===== config.mk =====
export PLATFORM = sky130hd
export DESIGN_NAME = snake_step_ctrl
export DESIGN_NICKNAME = d
export VERILOG_FILES = /design/src/rtl/snake_pkg.sv /design/src/rtl/frame_tick_gen.sv /design/src/rtl/snake_step_ctrl.sv
export SDC_FILE = /design/constraint.sdc
export NUM_CORES = 1
export LEC_CHECK = 0
export ABC_CLOCK_PERIOD_IN_PS = 4200
export CAP_MARGIN = 20
export CELL_PAD_IN_SITES_DETAIL_PLACEMENT = 1
export CELL_PAD_IN_SITES_GLOBAL_PLACEMENT = 1
export CORE_UTILIZATION = 36
export DETAILED_ROUTE_END_ITERATION = 8
export GPL_TIMING_DRIVEN = 0
export PLACE_DENSITY = 0.88
export SYNTH_ARGS = -nofsm -noshare
export SYNTH_HDL_FRONTEND = slang
export SYNTH_SLANG_ARGS = --single-unit

===== constraint.sdc =====
create_clock -name pclk -period 4.2 [get_ports pclk]
set_input_delay 0.63 -clock pclk [delete_from_list [all_inputs] [get_ports pclk]]
set_output_delay 0.63 -clock pclk [all_outputs]
set_load 0.01 [all_outputs]

===== src/rtl/snake_pkg.sv =====
// Shared encodings for the snake game sequencer: directions, FSM states, grid geometry.
package snake_pkg;

    typedef enum logic [1:0] {
        DIR_UP    = 2'd0,
        DIR_RIGHT = 2'd1,
        DIR_DOWN  = 2'd2,
        DIR_LEFT  = 2'd3
    } dir_t;

    typedef enum logic [1:0] {
        IDLE = 2'd0,
        RUN  = 2'd1,
        OVER = 2'd2
    } state_t;

    localparam int unsigned GRID_SIZE = 16;

    // Opposite directions differ only in bit 1 of the encoding.
    function automatic logic is_reverse(input dir_t cur, input logic [1:0] req);
        return req == (cur ^ 2'd2);
    endfunction

endpackage


===== src/rtl/frame_tick_gen.sv =====
// Vsync rising-edge detector plus frame divider; step_due pulses once per FRAMES_PER_STEP frames.
module frame_tick_gen #(
    parameter int unsigned FRAMES_PER_STEP = 8
) (
    input  logic pclk,
    input  logic rst,
    input  logic vsync_in,
    input  logic enable,
    output logic step_due
);

    logic       vsync_d;
    logic       frame_rise;
    logic [7:0] frame_cnt;

    assign frame_rise = vsync_in & ~vsync_d;
    assign step_due   = enable & frame_rise & (frame_cnt == 8'(FRAMES_PER_STEP - 1));

    // Counter is parked at zero while disabled so every enable starts a full period.
    always_ff @(posedge pclk) begin
        if (rst) begin
            vsync_d   <= 1'b0;
            frame_cnt <= '0;
        end else begin
            vsync_d <= vsync_in;
            if (!enable || step_due) begin
                frame_cnt <= '0;
            end else if (frame_rise) begin
                frame_cnt <= frame_cnt + 8'd1;
            end
        end
    end

endmodule


===== src/rtl/snake_step_ctrl.sv =====
// Snake game sequencer: divides vsync into movement steps, latches direction requests,
// advances the head one grid cell per step and ends the game on leaving the playfield.
module snake_step_ctrl
    import snake_pkg::*;
#(
    parameter int unsigned FRAMES_PER_STEP = 8,
    parameter int unsigned START_X         = 32,
    parameter int unsigned START_Y         = 24
) (
    input  logic       pclk,
    input  logic       rst,
    input  logic       vsync_in,
    input  logic [6:0] frame_x_inside_grid,
    input  logic [5:0] frame_y_inside_grid,
    input  logic [6:0] number_x_grid,
    input  logic [5:0] number_y_grid,
    input  logic       start,
    input  logic       dir_valid,
    input  logic [1:0] dir_req,
    output logic [6:0] head_x,
    output logic [5:0] head_y,
    output logic [1:0] dir_out,
    output logic       move_strobe,
    output logic       game_over,
    output logic       running
);

    state_t     state, state_nxt;
    dir_t       dir, dir_nxt;
    logic [6:0] head_x_nxt;
    logic [5:0] head_y_nxt;
    logic       strobe_nxt;
    logic       step_due;

    logic [6:0] x_min, x_max;
    logic [5:0] y_min, y_max;
    logic [7:0] next_x;
    logic [6:0] next_y;
    logic       in_bounds;
    logic       dir_accept;

    assign x_min = frame_x_inside_grid;
    assign x_max = number_x_grid - frame_x_inside_grid - 7'd1;
    assign y_min = frame_y_inside_grid;
    assign y_max = number_y_grid - frame_y_inside_grid - 6'd1;

    frame_tick_gen #(
        .FRAMES_PER_STEP(FRAMES_PER_STEP)
    ) u_tick (
        .pclk    (pclk),
        .rst     (rst),
        .vsync_in(vsync_in),
        .enable  (state == RUN),
        .step_due(step_due)
    );

    // Candidate position is one bit wider so 0-1 and max+1 land outside the bounds.
    always_comb begin
        next_x = {1'b0, head_x};
        next_y = {1'b0, head_y};
        case (dir)
            DIR_UP:    next_y = next_y - 7'd1;
            DIR_RIGHT: next_x = next_x + 8'd1;
            DIR_DOWN:  next_y = next_y + 7'd1;
            DIR_LEFT:  next_x = next_x - 8'd1;
            default:   next_x = {1'b0, head_x};
        endcase
        in_bounds = (next_x >= {1'b0, x_min}) && (next_x <= {1'b0, x_max}) &&
                    (next_y >= {1'b0, y_min}) && (next_y <= {1'b0, y_max});
    end

    assign dir_accept = dir_valid && (state != OVER) && !is_reverse(dir, dir_req);

    always_comb begin
        state_nxt  = state;
        dir_nxt    = dir;
        head_x_nxt = head_x;
        head_y_nxt = head_y;
        strobe_nxt = 1'b0;

        if (dir_accept) begin
            dir_nxt = dir_t'(dir_req);
        end

        case (state)
            IDLE: begin
                if (start) begin
                    state_nxt = RUN;
                end
            end
            RUN: begin
                if (step_due) begin
                    if (in_bounds) begin
                        head_x_nxt = next_x[6:0];
                        head_y_nxt = next_y[5:0];
                        strobe_nxt = 1'b1;
                    end else begin
                        state_nxt = OVER;
                    end
                end
            end
            OVER: begin
                if (start) begin
                    state_nxt  = RUN;
                    head_x_nxt = 7'(START_X);
                    head_y_nxt = 6'(START_Y);
                    dir_nxt    = DIR_RIGHT;
                end
            end
            default: state_nxt = IDLE;
        endcase
    end

    always_ff @(posedge pclk) begin
        if (rst) begin
            state       <= IDLE;
            dir         <= DIR_RIGHT;
            head_x      <= 7'(START_X);
            head_y      <= 6'(START_Y);
            move_strobe <= 1'b0;
        end else begin
            state       <= state_nxt;
            dir         <= dir_nxt;
            head_x      <= head_x_nxt;
            head_y      <= head_y_nxt;
            move_strobe <= strobe_nxt;
        end
    end

    assign dir_out   = dir;
    assign game_over = (state == OVER);
    assign running   = (state == RUN);

endmodule

Yosys cells after proc, flatten, opt, wreduce, memory -nomap -nowiden. Cells that the tools add are included.

Flip-flop bits (word level): 27. Bits in latches: 0. RAM bits: 0. ROM bits: 0. Logic and storage cells: 74. Memories: 0.

Add/subtract/negate cells: 9. $mul: 0. Div/mod/pow operators: 0. Magnitude comparators: 4. Eq/ne operators: 13. Shift operators: 0. Mux-type cells: 18. Bitwise operators: 7. Reduce and logical (&&, ||, !) cells: 16.

Operator list (number): $pmux W7 S2 (2); $mux W7 (3); $mux W6 (3); $pmux W8 S2 (1); $mux W2 (6); $pmux W6 S2 (1); $ne A2 B2 Y1 const B (5); $add A7 B1 Y8 const B (1); $add A8 B1 Y8 const B (1); $eq A8 B3 Y1 const B (1); $ge A8 B7 Y1 (1); $le A8 B7 Y1 (1); $sub A7 B1 Y8 const B (1); $add A6 B1 Y7 const B (1); $ge A7 B6 Y1 (1); $le A7 B6 Y1 (1); $sub A6 B1 Y7 const B (1); $sub A7 B1 Y7 const B (1); $sub A7 B7 Y7 (1); $eq A2 B2 Y1 const B (3); $sub A6 B1 Y6 const B (1); $sub A6 B6 Y6 (1); $logic_and A1 B1 Y1 (5); $eq A2 B1 Y1 const B (2); other kinds (14) (22).

Logic depth before layout (Yosys ltp). Gate-level depths: netlist (run 1).

Word-level depth: 9. Gate-level depth with buffers: 19.

Modules after synthesis. Synthesis (run 1) repeated with hierarchy kept, for this count alone.

Cell total of the unflattened synthesis: 365. Area total of the unflattened synthesis: 3029.2 µm².

By module, submodules not included: snake_step_ctrl (instances 1, cells an instance 318, area an instance 2587.5 µm², seq. area each 360.3 µm²); frame_tick_gen (instances 1, cells an instance 47, area an instance 441.7 µm², seq. area each 180.2 µm²).

Worst setup path before layout (run 1). No wires, ideal clock.

Path type: reg-to-reg. From: register dir[1], in the netlist dir_out[1]. To: register head_x[5]. Setup time: 0.122 ns. Arrival: 4.135 ns. Required time: 4.078 ns. Setup slack: -0.057 ns. Stages on the path, launching flop included: 19. Path buffers: 1. Cell sequence: dfxtp_1 buf_2 nor2b_1 inv_1 ha_1 a21o_1 a21oi_1 nor2_1 o21ai_0 nor3_1 or3_1 ha_1 nor2_1 a31oi_1 o31ai_1 nor4_1 o2111ai_2 or4b_1 o311a_1.

Longest elaborated chain between the ends: 8.

RTL lines: start, declared (line snake_step_ctrl.sv:29) `dir_t dir, dir_nxt;`; start signal, assigned (line snake_step_ctrl.sv:123) `dir <= dir_nxt;`; $eq A2 B2 Y1 / $eq A2 B1 Y1 (equally long branches) (line snake_step_ctrl.sv:61) `case (dir)`; $pmux W8 S2 (line snake_step_ctrl.sv:61); $ge A8 B7 Y1 / $le A8 B7 Y1 (equally long branches) (line snake_step_ctrl.sv:68) `in_bounds = (next_x >= {1'b0, x_min}) && (next_x <= {1'b0, x_max}) &&`; $logic_and A1 B1 Y1 (2 in series) (line snake_step_ctrl.sv:68); $logic_and A1 B1 Y1 (line snake_step_ctrl.sv:69) `(next_y >= {1'b0, y_min}) && (next_y <= {1'b0, y_max});`; $ne A2 B2 Y1 (no line); $reduce_and A4 Y1 (no line); end signal, assigned (line snake_step_ctrl.sv:118) `head_x <= 7'(START_X);`; end signal, assigned (line snake_step_ctrl.sv:124) `head_x <= head_x_nxt;`; end, declared (line snake_step_ctrl.sv:20) `output logic [6:0] head_x,`.

Several ways; a longest one is shown, not always the timed one. The select of a mux whose other input is x is not followed. A chain may end at the register's enable or synchronous reset.

Worst setup path in the final report (run 1).
From: input port frame_x_inside_grid[0]. To: register head_x[5].

Longest elaborated chain between the ends: 8.

RTL lines: start, declared (line snake_step_ctrl.sv:13) `input logic [6:0] frame_x_inside_grid,`; $sub A7 B7 Y7 (line snake_step_ctrl.sv:43) `assign x_max = number_x_grid - frame_x_inside_grid - 7'd1;`; $sub A7 B1 Y7 (line snake_step_ctrl.sv:43); $le A8 B7 Y1 (line snake_step_ctrl.sv:68); $logic_and A1 B1 Y1 (*) (2 in series) (line snake_step_ctrl.sv:68); $logic_and A1 B1 Y1 (*) (line snake_step_ctrl.sv:69); $ne A2 B2 Y1 (no line) (*); $reduce_and A4 Y1 (no line) (*).

Every way passes the cells marked *; elsewhere a longest branch is shown, timed or not.

==> results of run 1 <==
critical path, delay by kind of cell:
family,cells,cell delay (ps)
AO/OA/AOI/OAI,8,1040
AND/OR/NAND/NOR,3,910
buffers and inverters,5,850
adder cells (fa/ha/maj),3,740
XOR/XNOR,1,90
through the flow:
stage                     util (%)  TNS (ps)  worst slack (ps)  std cells  total power [uW]
after global placement        46.6     -6420              -522        493               560
after CTS                     47.9         0              30.8        499               744
after global routing          49.2      -122             -86.3        501               814
after detailed placement      46.6     -7030              -540        493               579
final                         49.2         0              99.2        501               766
after floorplan                  -         0               104        344               471
repair_timing:
action,4_1_cts,5_1_grt
gates resized for setup,10,22
endpoints found under the setup margin,16,14
buffers inserted,2,2
hold buffers,0,0
pin swaps,1,7
flip-flops by register name, summed over array words and instances, names as in the netlist:
name and flops:
u_tick.vsync_d 1, head_y 6, head_x 7, state 2, dir_out 2, u_tick.frame_cnt 8, move_strobe 1
placed cells by master (no fill, tap or decap), types with 5 or more instances in the layout:
| cell | synthesis | routed |
|---|---|---|
| a21o_1 | 10 | 10 |
| a21oi_1 | 15 | 9 |
| a21oi_2 | 0 | 6 |
| and3_1 | 7 | 7 |
| buf_4 | 0 | 5 |
| clkbuf_1 | 8 | 8 |
| clkdlybuf4s50_1 | 0 | 49 |
| dfxtp_1 | 27 | 25 |
| ha_1 | 43 | 42 |
| inv_1 | 31 | 30 |
| mux2i_1 | 7 | 7 |
| nand2_1 | 18 | 18 |
| nand2b_1 | 7 | 7 |
| nand3_1 | 9 | 8 |
| nor2_1 | 21 | 20 |
| nor2b_1 | 6 | 5 |
| nor3_1 | 10 | 10 |
| nor4_1 | 6 | 5 |
| o21ai_0 | 14 | 11 |
| or3_1 | 8 | 7 |
| xnor2_1 | 14 | 14 |
| xor2_1 | 15 | 15 |
layer usage:
metal / track usage, % / share of wire [%] / up-vias
li1: - / - / 1363
met4: 4.97 / 0.59 / 0
met2: 37.0 / 51 / 49
met5: 0 / 0 / -
met3: 1.85 / 3.0 / 6
met1: 24.4 / 46 / 1287
report_power, final:
group | internal, uW | switching, uW | leakage [uW] | total (uW)
clock network | 66.7 | 87.5 | 0.0000255 | 154
logic | 166 | 173 | 0.00133 | 339
registers | 264 | 9.19 | 0.000219 | 273
total | 496 | 270 | 0.00157 | 766
logic make-up after synthesis:
group	count (synthesis)	synth area share, %
adders and majority gates	46	21.2
AOI/OAI and AO/OA	77	19.2
buffers and inverters	44	6.21
and+or+nand+nor	113	22.4
xor gates and xnor gates	29	9.01
DFF	27	19.2
muxes	8	2.88
final timing paths:
| check | from | to | slack (ps) | depth (start not counted) |
|---|---|---|---|---|
| worst min register to register | head_y[5]$_SDFFE_PP0P_ | head_y[5]$_SDFFE_PP0P_ | 530 | 2 |
| worst max-delay path | frame_x_inside_grid[0] | head_x[5]$_SDFFE_PP1P_ | 100 | 20 |
| worst min-delay path | head_y[5]$_SDFFE_PP0P_ | head_y[5]$_SDFFE_PP0P_ | 530 | 2 |
| worst max register to register | dir_out[1]$_SDFF_PP0_ | head_x[5]$_SDFFE_PP1P_ | 120 | 19 |
layout make-up:
class | instances | area (um2) | share of cell area, %
Tap cell | 99 | 124 | 3.40
Timing Repair Buffer | 54 | 533 | 14.6
Sequential cell | 27 | 543 | 14.9
Clock buffer | 3 | 41.3 | 1.13
Buffer | 12 | 65.1 | 1.78
Inverter | 32 | 123 | 3.36
Clock inverter | 1 | 5.00 | 0.137
Multi-Input combinational cell | 273 | 2210 | 60.7
==> flow_summary.ini, run 1 <==
[status]
status = complete, no violations

[setup_path]
cp.arrival_ps = 4270
path_cells = clkdlybuf4s50_1 -> inv_1 -> ha_1 -> inv_1 -> fa_2 -> inv_1 -> a21oi_2 -> o21bai_2 -> a21o_1 -> a21oi_2 -> xnor2_1 -> ha_1 -> nand3_1 -> o22ai_2 -> a31oi_2 -> nor4_4 -> buf_4 -> o2111ai_4 -> or4b_1 -> o311a_1
cp_slowest_cell = or4b_1
crit_fanout = 4
critPathRequiredTime_ps = 4370
slowest_delay_ps = 550
crit_path_end_kind = flop
crit_type = input port to flop
crit_top_cell = inv_1
cp-start-kind = input port

[sta]
fin_skew_ps = 3.92
grt_setup_unrepaired = yes
fmax_mhz = 244
relSlewSlack_pct = 58.2
tightest_slew_ps = 622
timing.final.crit_share_pct = 97.6
fin_hold_ws_ps = 532
drv_slew = 0
setup_viol = 0
hold_viol = 0
fin_crit_ps = 4100

[synthesis]
synthTopCellsByArea = dfxtp_1, ha_1, xor2_1
netlist_area_um2 = 2820
yosysWarnings = 0
seq_area_frac_synth_pct = 19.2
synth_edf_count = 0
synth_fp_nets = 423
ys_top_cells_by_count = ha_1, inv_1, dfxtp_1, nor2_1, nand2_1
synth_cell_type_count = 59
avgSynthCellArea_um2 = 8.20
yosysMostFrequentCell = ha_1
synth_area_leader_cell = dfxtp_1
ys_ff_latch = 27
synthCells = 344
netlist.area_leader.share_pct = 19.2
synth_flop_cell = dfxtp_1
async_flop_share_pct = 0

[floorplanning]
core_um2 = 7410
chipHeight_um = 90.5
io_pins = 51
start_util_pct = 38.1
die_area_um2 = 8190
rows = 31
dieWidth_um = 90.5

[place]
gp_congestion = 0.822
dp_hpwl_um = 6440
placed_area_um2 = 3450
port_buffers = 50

[global_routing]
grt_pass1_wl_um = 13500
grt_start_max_net_pins = 16
grt.total_usage_pct = 19.9
grt_pass1_vias = 2891
antenna_found_initial = 0
grt_overflow = 0

[finish]
num-fill-cells = 857
area_growth_pct = 29.4
nets = 482
final_cell_area_um2 = 3650
antennaDiodeCount = 0
layout-drive-gt1-share_pct = 10.7

[route]
wl_um = 8140
firstDrtPassIters = 4
post_drt_wl_per_cell_um = 16.3
route.vias.total = 2705
drc_errors = 0
drt_iter0_drc = 88
ant_nets = 0
via_per_inst = 5.40

[cts]
root_buffer = clkbuf_8
clock_latency_ps = 280
path_clk_slew_ps = 100
cts_tree = done
ctsHtreeMaxLevel = 1
cts-buffers-inserted = 3
cts_buffer_depth = 2
cts_sinks = 27

[power]
p_per_area_nw_per_um2 = 210
vdd_drop_max_mv = 0.205
p_leak_uw = 0.00157

[run]
maxCapViolCount = 0

[min_path]
hold_class = flop to flop
No activity file was read; power rests on OpenSTA's default activity.
==> run 2: changes to the inputs <==
--- a/config.mk
+++ b/config.mk
@@ -13,6 +13,7 @@
 export DETAILED_ROUTE_END_ITERATION = 8
 export GPL_TIMING_DRIVEN = 0
 export PLACE_DENSITY = 0.88
+export SLEW_MARGIN = 0
 export SYNTH_ARGS = -nofsm -noshare
 export SYNTH_HDL_FRONTEND = slang
 export SYNTH_SLANG_ARGS = --single-unit
==> results of run 2 <==
The final DEF is identical to that of run 1; final timing and power are the same.
